[config.mk]
export PLATFORM = sky130hd
export DESIGN_NAME = tx_ip_csum
export DESIGN_NICKNAME = d
export VERILOG_FILES = /design/src/rtl/txip_defs.sv /design/src/rtl/txbyte_delay.sv /design/src/rtl/tx_ip_csum.sv
export SDC_FILE = /design/constraint.sdc
export NUM_CORES = 1
export LEC_CHECK = 0
export ABC_AREA = 1
export BUFFER_PORTS_ARGS = -buffer_cell sky130_fd_sc_hd__buf_4
export CAP_MARGIN = 20
export CORE_MARGIN = 2
export CORE_UTILIZATION = 57
export DETAILED_ROUTE_END_ITERATION = 7
export GPL_TIMING_DRIVEN = 0
export PLACE_DENSITY = 0.73
export SYNTH_ARGS = -nofsm -noshare
export SYNTH_HDL_FRONTEND = slang
export SYNTH_SLANG_ARGS = --single-unit
[constraint.sdc]
create_clock -name i_clk -period 23.4 [get_ports i_clk]
set_clock_uncertainty 0.1 [all_clocks]
set_input_delay 1.17 -clock i_clk [delete_from_list [all_inputs] [get_ports i_clk]]
set_output_delay 1.17 -clock i_clk [all_outputs]
set_load 0.02 [all_outputs]
[src/rtl/txip_defs.sv]
`default_nettype none
// +----------------------------------------------------------------------------+
// | txip_defs : shared constants and types for the TX IPv4 checksum inserter   |
// | Rev 1.0   : initial release                                                |
// +----------------------------------------------------------------------------+
package txip_defs;

  localparam logic [15:0] ETHERTYPE_IPV4     = 16'h0800;
  localparam int          ETH_HDR_LEN        = 14;
  localparam int          IP_CSUM_OFS        = 24;
  localparam int          IP_MIN_IHL         = 5;
  localparam int          TXIPCSUM_MIN_DELAY = 52;
  localparam int          TXIPCSUM_MAX_DELAY = 64;

  typedef struct packed {
    logic       v;
    logic [7:0] d;
  } txbyte_t;

  // Folds a raw partial sum (at most 17'h1fffe) into 16 bits; never re-overflows.
  function automatic logic [15:0] csum_fold(input logic [16:0] s);
    return s[15:0] + {15'd0, s[16]};
  endfunction

endpackage
`default_nettype wire

[src/rtl/txbyte_delay.sv]
`default_nettype none
// +----------------------------------------------------------------------------+
// | txbyte_delay : DELAY-deep valid+data shift line with asynchronous clear    |
// | Rev 1.0      : initial release                                             |
// +----------------------------------------------------------------------------+
module txbyte_delay
  import txip_defs::*;
#(
  parameter int DELAY = 56
) (
  input  logic    i_clk,
  input  logic    i_reset,
  input  txbyte_t i_byte,
  output txbyte_t o_byte
);

  txbyte_t [DELAY-1:0] line_q;
  txbyte_t [DELAY-1:0] line_d;

  always_comb begin
    line_d = {line_q[DELAY-2:0], i_byte};
  end

  always_ff @(posedge i_clk or posedge i_reset) begin
    if (i_reset) begin
      line_q <= '0;
    end else begin
      line_q <= line_d;
    end
  end

  assign o_byte = line_q[DELAY-1];

endmodule
`default_nettype wire

[src/rtl/tx_ip_csum.sv]
`default_nettype none
// +----------------------------------------------------------------------------+
// | tx_ip_csum : TX IPv4 header checksum generator/inserter, DELAY-cycle path  |
// |              Optional frame counter port o_count: define TXIPCSUM_COUNT_EN |
// | Rev 1.0    : initial release                                               |
// +----------------------------------------------------------------------------+
module tx_ip_csum
  import txip_defs::*;
#(
  parameter int DELAY = 56  // legal range 52..64
) (
  input  logic        i_clk,
  input  logic        i_reset,
  input  logic        i_en,
  input  logic        i_v,
  input  logic [7:0]  i_d,
  output logic        o_v,
  output logic [7:0]  o_d
`ifdef TXIPCSUM_COUNT_EN
  ,
  output logic [15:0] o_count
`endif
);

  localparam logic [6:0] c_n_max      = 7'd127;
  localparam logic [6:0] c_type_hi    = 7'(ETH_HDR_LEN - 2);
  localparam logic [6:0] c_type_lo    = 7'(ETH_HDR_LEN - 1);
  localparam logic [6:0] c_hdr_start  = 7'(ETH_HDR_LEN);
  localparam logic [6:0] c_first_word = 7'(ETH_HDR_LEN + 1);
  localparam logic [6:0] c_csum_hi    = 7'(IP_CSUM_OFS);
  localparam logic [6:0] c_csum_lo    = 7'(IP_CSUM_OFS + 1);

  txbyte_t in_byte;
  txbyte_t dl_byte;

  assign in_byte = '{v: i_v, d: i_d};

  txbyte_delay #(.DELAY(DELAY)) u_delay (
    .i_clk   (i_clk),
    .i_reset (i_reset),
    .i_byte  (in_byte),
    .o_byte  (dl_byte)
  );

  logic [6:0]  n_q, n_d;
  logic        en_q, en_d;
  logic        b12_ok_q, b12_ok_d;
  logic        type_ok_q, type_ok_d;
  logic        elig_q, elig_d;
  logic [3:0]  ihl_q, ihl_d;
  logic [7:0]  hi_q, hi_d;
  logic [16:0] acc_q, acc_d;
  logic        fin_q, fin_d;
  logic [15:0] pend_q, pend_d;
  logic        pend_v_q, pend_v_d;
  logic [6:0]  on_q, on_d;
`ifdef TXIPCSUM_COUNT_EN
  logic [15:0] cnt_q, cnt_d;
`endif

  logic [6:0]  last_idx;
  logic        add_word;
  logic        consume;
  logic [15:0] word;
  logic [15:0] base;

  always_comb begin
    n_d       = n_q;
    en_d      = en_q;
    b12_ok_d  = b12_ok_q;
    type_ok_d = type_ok_q;
    elig_d    = elig_q;
    ihl_d     = ihl_q;
    hi_d      = hi_q;
    acc_d     = acc_q;
    fin_d     = 1'b0;
    pend_d    = pend_q;
    pend_v_d  = pend_v_q;
    on_d      = on_q;
`ifdef TXIPCSUM_COUNT_EN
    cnt_d     = cnt_q;
`endif

    // n_q is the index of the byte currently on i_d
    if (!i_v) begin
      n_d = '0;
    end else if (n_q != c_n_max) begin
      n_d = n_q + 7'd1;
    end

    if (i_v) begin
      if (n_q == '0) begin
        en_d   = i_en;
        elig_d = 1'b0;
      end
      if (n_q == c_type_hi) begin
        b12_ok_d = (i_d == ETHERTYPE_IPV4[15:8]);
      end
      if (n_q == c_type_lo) begin
        type_ok_d = b12_ok_q && (i_d == ETHERTYPE_IPV4[7:0]);
      end
      if (n_q == c_hdr_start) begin
        ihl_d  = i_d[3:0];
        elig_d = en_q && type_ok_q && (i_d[7:4] == 4'd4) &&
                 (i_d[3:0] >= 4'(IP_MIN_IHL));
      end
      if (!n_q[0]) begin
        hi_d = (n_q == c_csum_hi) ? 8'h00 : i_d;
      end
    end

    last_idx = 7'(ETH_HDR_LEN - 1) + {1'b0, ihl_q, 2'b00};
    add_word = i_v && elig_q && n_q[0] && (n_q >= c_first_word) && (n_q <= last_idx);
    word     = {hi_q, (n_q == c_csum_lo) ? 8'h00 : i_d};
    base     = (n_q == c_first_word) ? 16'h0000 : csum_fold(acc_q);

    if (add_word) begin
      acc_d = {1'b0, base} + {1'b0, word};
      fin_d = (n_q == last_idx);
    end

    // Consume has priority: a checksum completing in the same cycle is dropped
    consume = dl_byte.v && pend_v_q && (on_q == c_csum_lo);
    if (consume) begin
      pend_v_d = 1'b0;
    end else if (fin_q) begin
      pend_v_d = 1'b1;
      pend_d   = ~csum_fold(acc_q);
    end

    if (!dl_byte.v) begin
      on_d = '0;
    end else if (on_q != c_n_max) begin
      on_d = on_q + 7'd1;
    end

`ifdef TXIPCSUM_COUNT_EN
    if (consume) begin
      cnt_d = cnt_q + 16'd1;
    end
`endif
  end

  always_ff @(posedge i_clk or posedge i_reset) begin
    if (i_reset) begin
      n_q       <= '0;
      en_q      <= 1'b0;
      b12_ok_q  <= 1'b0;
      type_ok_q <= 1'b0;
      elig_q    <= 1'b0;
      ihl_q     <= '0;
      hi_q      <= '0;
      acc_q     <= '0;
      fin_q     <= 1'b0;
      pend_q    <= '0;
      pend_v_q  <= 1'b0;
      on_q      <= '0;
`ifdef TXIPCSUM_COUNT_EN
      cnt_q     <= '0;
`endif
    end else begin
      n_q       <= n_d;
      en_q      <= en_d;
      b12_ok_q  <= b12_ok_d;
      type_ok_q <= type_ok_d;
      elig_q    <= elig_d;
      ihl_q     <= ihl_d;
      hi_q      <= hi_d;
      acc_q     <= acc_d;
      fin_q     <= fin_d;
      pend_q    <= pend_d;
      pend_v_q  <= pend_v_d;
      on_q      <= on_d;
`ifdef TXIPCSUM_COUNT_EN
      cnt_q     <= cnt_d;
`endif
    end
  end

  always_comb begin
    o_v = dl_byte.v;
    o_d = dl_byte.d;
    if (dl_byte.v && pend_v_q) begin
      if (on_q == c_csum_hi) begin
        o_d = pend_q[15:8];
      end else if (on_q == c_csum_lo) begin
        o_d = pend_q[7:0];
      end
    end
  end

`ifdef TXIPCSUM_COUNT_EN
  assign o_count = cnt_q;
`endif

endmodule
`default_nettype wire

==> flow_summary.yaml <==
worst_setup_path:
  reg2reg_depth: 17
  cp_data_required_time_ns: 22.13
  crit_path_end: "o_d[4]"
  slowest_stage: "nor2_1"
  r2r_end: "acc_q[16]"
  slowest_delay_ns: 0.45
  r2r_slack_ns: 20.06
  endpoint_kind: "output port"
  path_cells: "inv_1 -> ha_1 -> inv_1 -> nor2_1 -> nand3_1 -> nor2_1 -> nand3_1 -> o21ai_0 -> nor2_1 -> buf_4"
  r2r_start: "n_q[5]"
  crit_cells: 10
  path_max_fanout: 8
  path_buf_inv: 3
  worst-endpoint-arrival_ns: 2.58
  crit_path_start_kind: "register"
  worstSetupPathType: "register to output port"
  path_delay_family: "simple AND/OR/NAND/NOR gates"
  cp-startpoint: "on_q[1]"
  path_common_cell: "nor2_1"
run_status:
  status: "complete, no violations"
timing:
  finalCriticalPeriod_ns: 3.85
  tightest_slew_ns: 0.627
  slew_headroom_pct: 58.0
  fin_tns_setup_ns: 0
  period_share_pct: 16.4
  hold_violations: 0
  fmax_ghz: 0.260
  setup_violations: 0
  rsz0062_at_grt: "no"
  final_max_slew_viol_count: 0
clock_tree:
  ctsResizeCount: 0
  cts_htree_levels: 2
  clk_latency_ns: 0.56
  cts_buffers: 51
  cts.sinks: 569
  cts-root-buf: "clkbuf_16"
  cts_tree: "yes"
  postCtsSetupBuffers: 0
  hold_buffers: 0
  cts_buffer_depth: 3
  clk_pin_slew_ns: 0.06
finish:
  n_antenna_cell: 0
  fin_nets: 1292
  stdcell_count: 1675
  fill_cells: 2011
  drive_gt1_share_pct: 9.88
  areaGrowthSynthToFinish_pct: 14.6
placed_design:
  place_congestion: 0.863
  io_buffers: 20
  dp.cells: 1585
  dp_hpwl_um: 17100
worst_hold_path:
  hp-class: "register to register"
logic_synthesis:
  ys_ff_latch: 569
  ys_async_sr_fraction_pct: 100
  synth_top_cell_by_area: "dfrtp_1"
  synth_top_area_share_pct: 82.8
  synthTopCellsByArea: "dfrtp_1 (83%), nand2_1 (4.5%), ha_1 (2.3%)"
  ys.flop_type: "dfrtp_1"
  synth-edff-count: 0
  ys_types: 36
  syn_area_mm2: 0.0172
  ys.warnings.count: 0
  netlist_instances: 1171
  syn_nets: 1215
  ys_seq_area_share_pct: 82.8
  syn_area_per_cell_um2: 14.7
floorplan:
  core.rowCount: 63
  die_h_um: 178
  core_area_mm2: 0.0296
  io_pins: 21
  initial_utilization_pct: 58.0
  dieArea_mm2: 0.0316
  die_x_um: 178
global_route:
  grt_max_degree: 130
  grt_pass1_vias: 9365
  gr-total-overflow: 0
  grt_usage_pct: 20.6
  grt_pass1_wl_um: 49700
  antenna_found_initial: 0
run:
  maxCapViolations: 0
route:
  firstDrtPassIters: 5
  drtIter0Drc: 512
  drt-wirelength-per-cell_um: 17.8
  vias: 8286
  antenna_left: 0
  drt-total-wl_um: 29800
  via_per_inst: 4.95
  route.detailed.drc: 0
power_and_ir_drop:
  leakage_uw: 0.00953
  ir_worst_vdd_mv: 0.0722
  powerDensity_mw_per_mm2: 98.7
per-stage QoR:
step	hold WS (ns)	util (%)	worst slack, ns	power, uW	cell area (um2)
finish	0.239	66.5	19.55	1950	19700
global route	0.239	66.5	19.38	2030	19700
CTS	0.239	66.5	19.56	1970	19700
detailed placement	0.235	60.6	19.87	1110	18000
global placement	0.235	60.2	2.39	1100	17800
floorplan	0.231	-	6.21	1090	17200
registers in the layout (all words and copies together), names as in the netlist:
| name | count |
|---|---|
| acc_q | 17 |
| b12_ok_q | 1 |
| elig_q | 1 |
| en_q | 1 |
| fin_q | 1 |
| hi_q | 8 |
| ihl_q | 4 |
| n_q | 7 |
| on_q | 7 |
| pend_q | 16 |
| pend_v_q | 1 |
| type_ok_q | 1 |
| u_delay.line_d | 495 |
| u_delay.o_byte | 9 |
layout by cell type (no fill, tap or decap), types with 11 or more instances in the layout:
cell type and instances:
clkbuf_16 52, clkbuf_1 11, dfrtp_1 569, nor2_1 86, xor2_1 12, a21oi_1 17
ha_1 31, inv_1 88, nand2_1 207, buf_4 22, nand3_1 49, o21ai_0 52
layer usage:
layer / up-vias / part of all wire, % / GRT usage (%)
met5: - / 0 / 0
li1: 3828 / - / -
met2: 172 / 50 / 34.5
met4: 0 / 1.9 / 5.26
met1: 4232 / 44 / 28.2
met3: 54 / 4.5 / 4.11
synth_stat cells, types with 3 or more instances:
master and count:
inv_1 89, nor3_1 3, xnor2_1 6, nand3_1 49, xor2_1 12, o21ai_0 52, nand2_1 207, nand4_1 6
ha_1 31, nand3b_1 6, a21oi_1 17, nand2_2 4, dfrtp_1 569, clkbuf_1 3, nor2_1 86, and2_1 3
final cells by class:
cell class / instances / area (um2) / share of cell area, %
well taps: 390 / 488 / 2.48
plain buffers: 9 / 58.8 / 0.298
clock buffers: 68 / 1440 / 7.31
clock inverters: 22 / 319 / 1.62
multi-input cells: 502 / 2560 / 13.0
inverters: 91 / 349 / 1.77
repair buffers: 24 / 260 / 1.32
flip-flops and latches: 569 / 14200 / 72.2
worst min path at each step:
| stage | startpoint | to | slack, ns | depth (start not counted) |
|---|---|---|---|---|
| CTS | u_delay.line_d[194] | u_delay.line_d[203] | 0.24 | 0 |
| detailed placement | u_delay.line_d[136] | u_delay.line_d[145] | 0.23 | 0 |
| finish | u_delay.line_d[194] | u_delay.line_d[203] | 0.24 | 0 |
| global route | u_delay.line_d[113] | u_delay.line_d[122] | 0.24 | 0 |
| global placement | u_delay.line_d[37] | u_delay.line_d[46] | 0.23 | 0 |
| floorplan | u_delay.line_d[91] | u_delay.line_d[100] | 0.23 | 0 |
power breakdown:
group / internal, uW / total, uW / switching, uW
Clock: 503 / 856 / 354
Combinational: 11.6 / 47.3 / 35.7
Sequential: 1030 / 1040 / 15.7
kinds of logic after synthesis:
group | count (synthesis) | synth area share (%)
AOI/OAI and AO/OA | 79 | 2.50
DFF | 569 | 82.8
and+or+nand+nor | 373 | 9.10
buffers and inverters | 100 | 2.33
adders and majority gates | 32 | 2.37
xor gates and xnor gates | 18 | 0.917
Power figures use the tool's default switching activity.
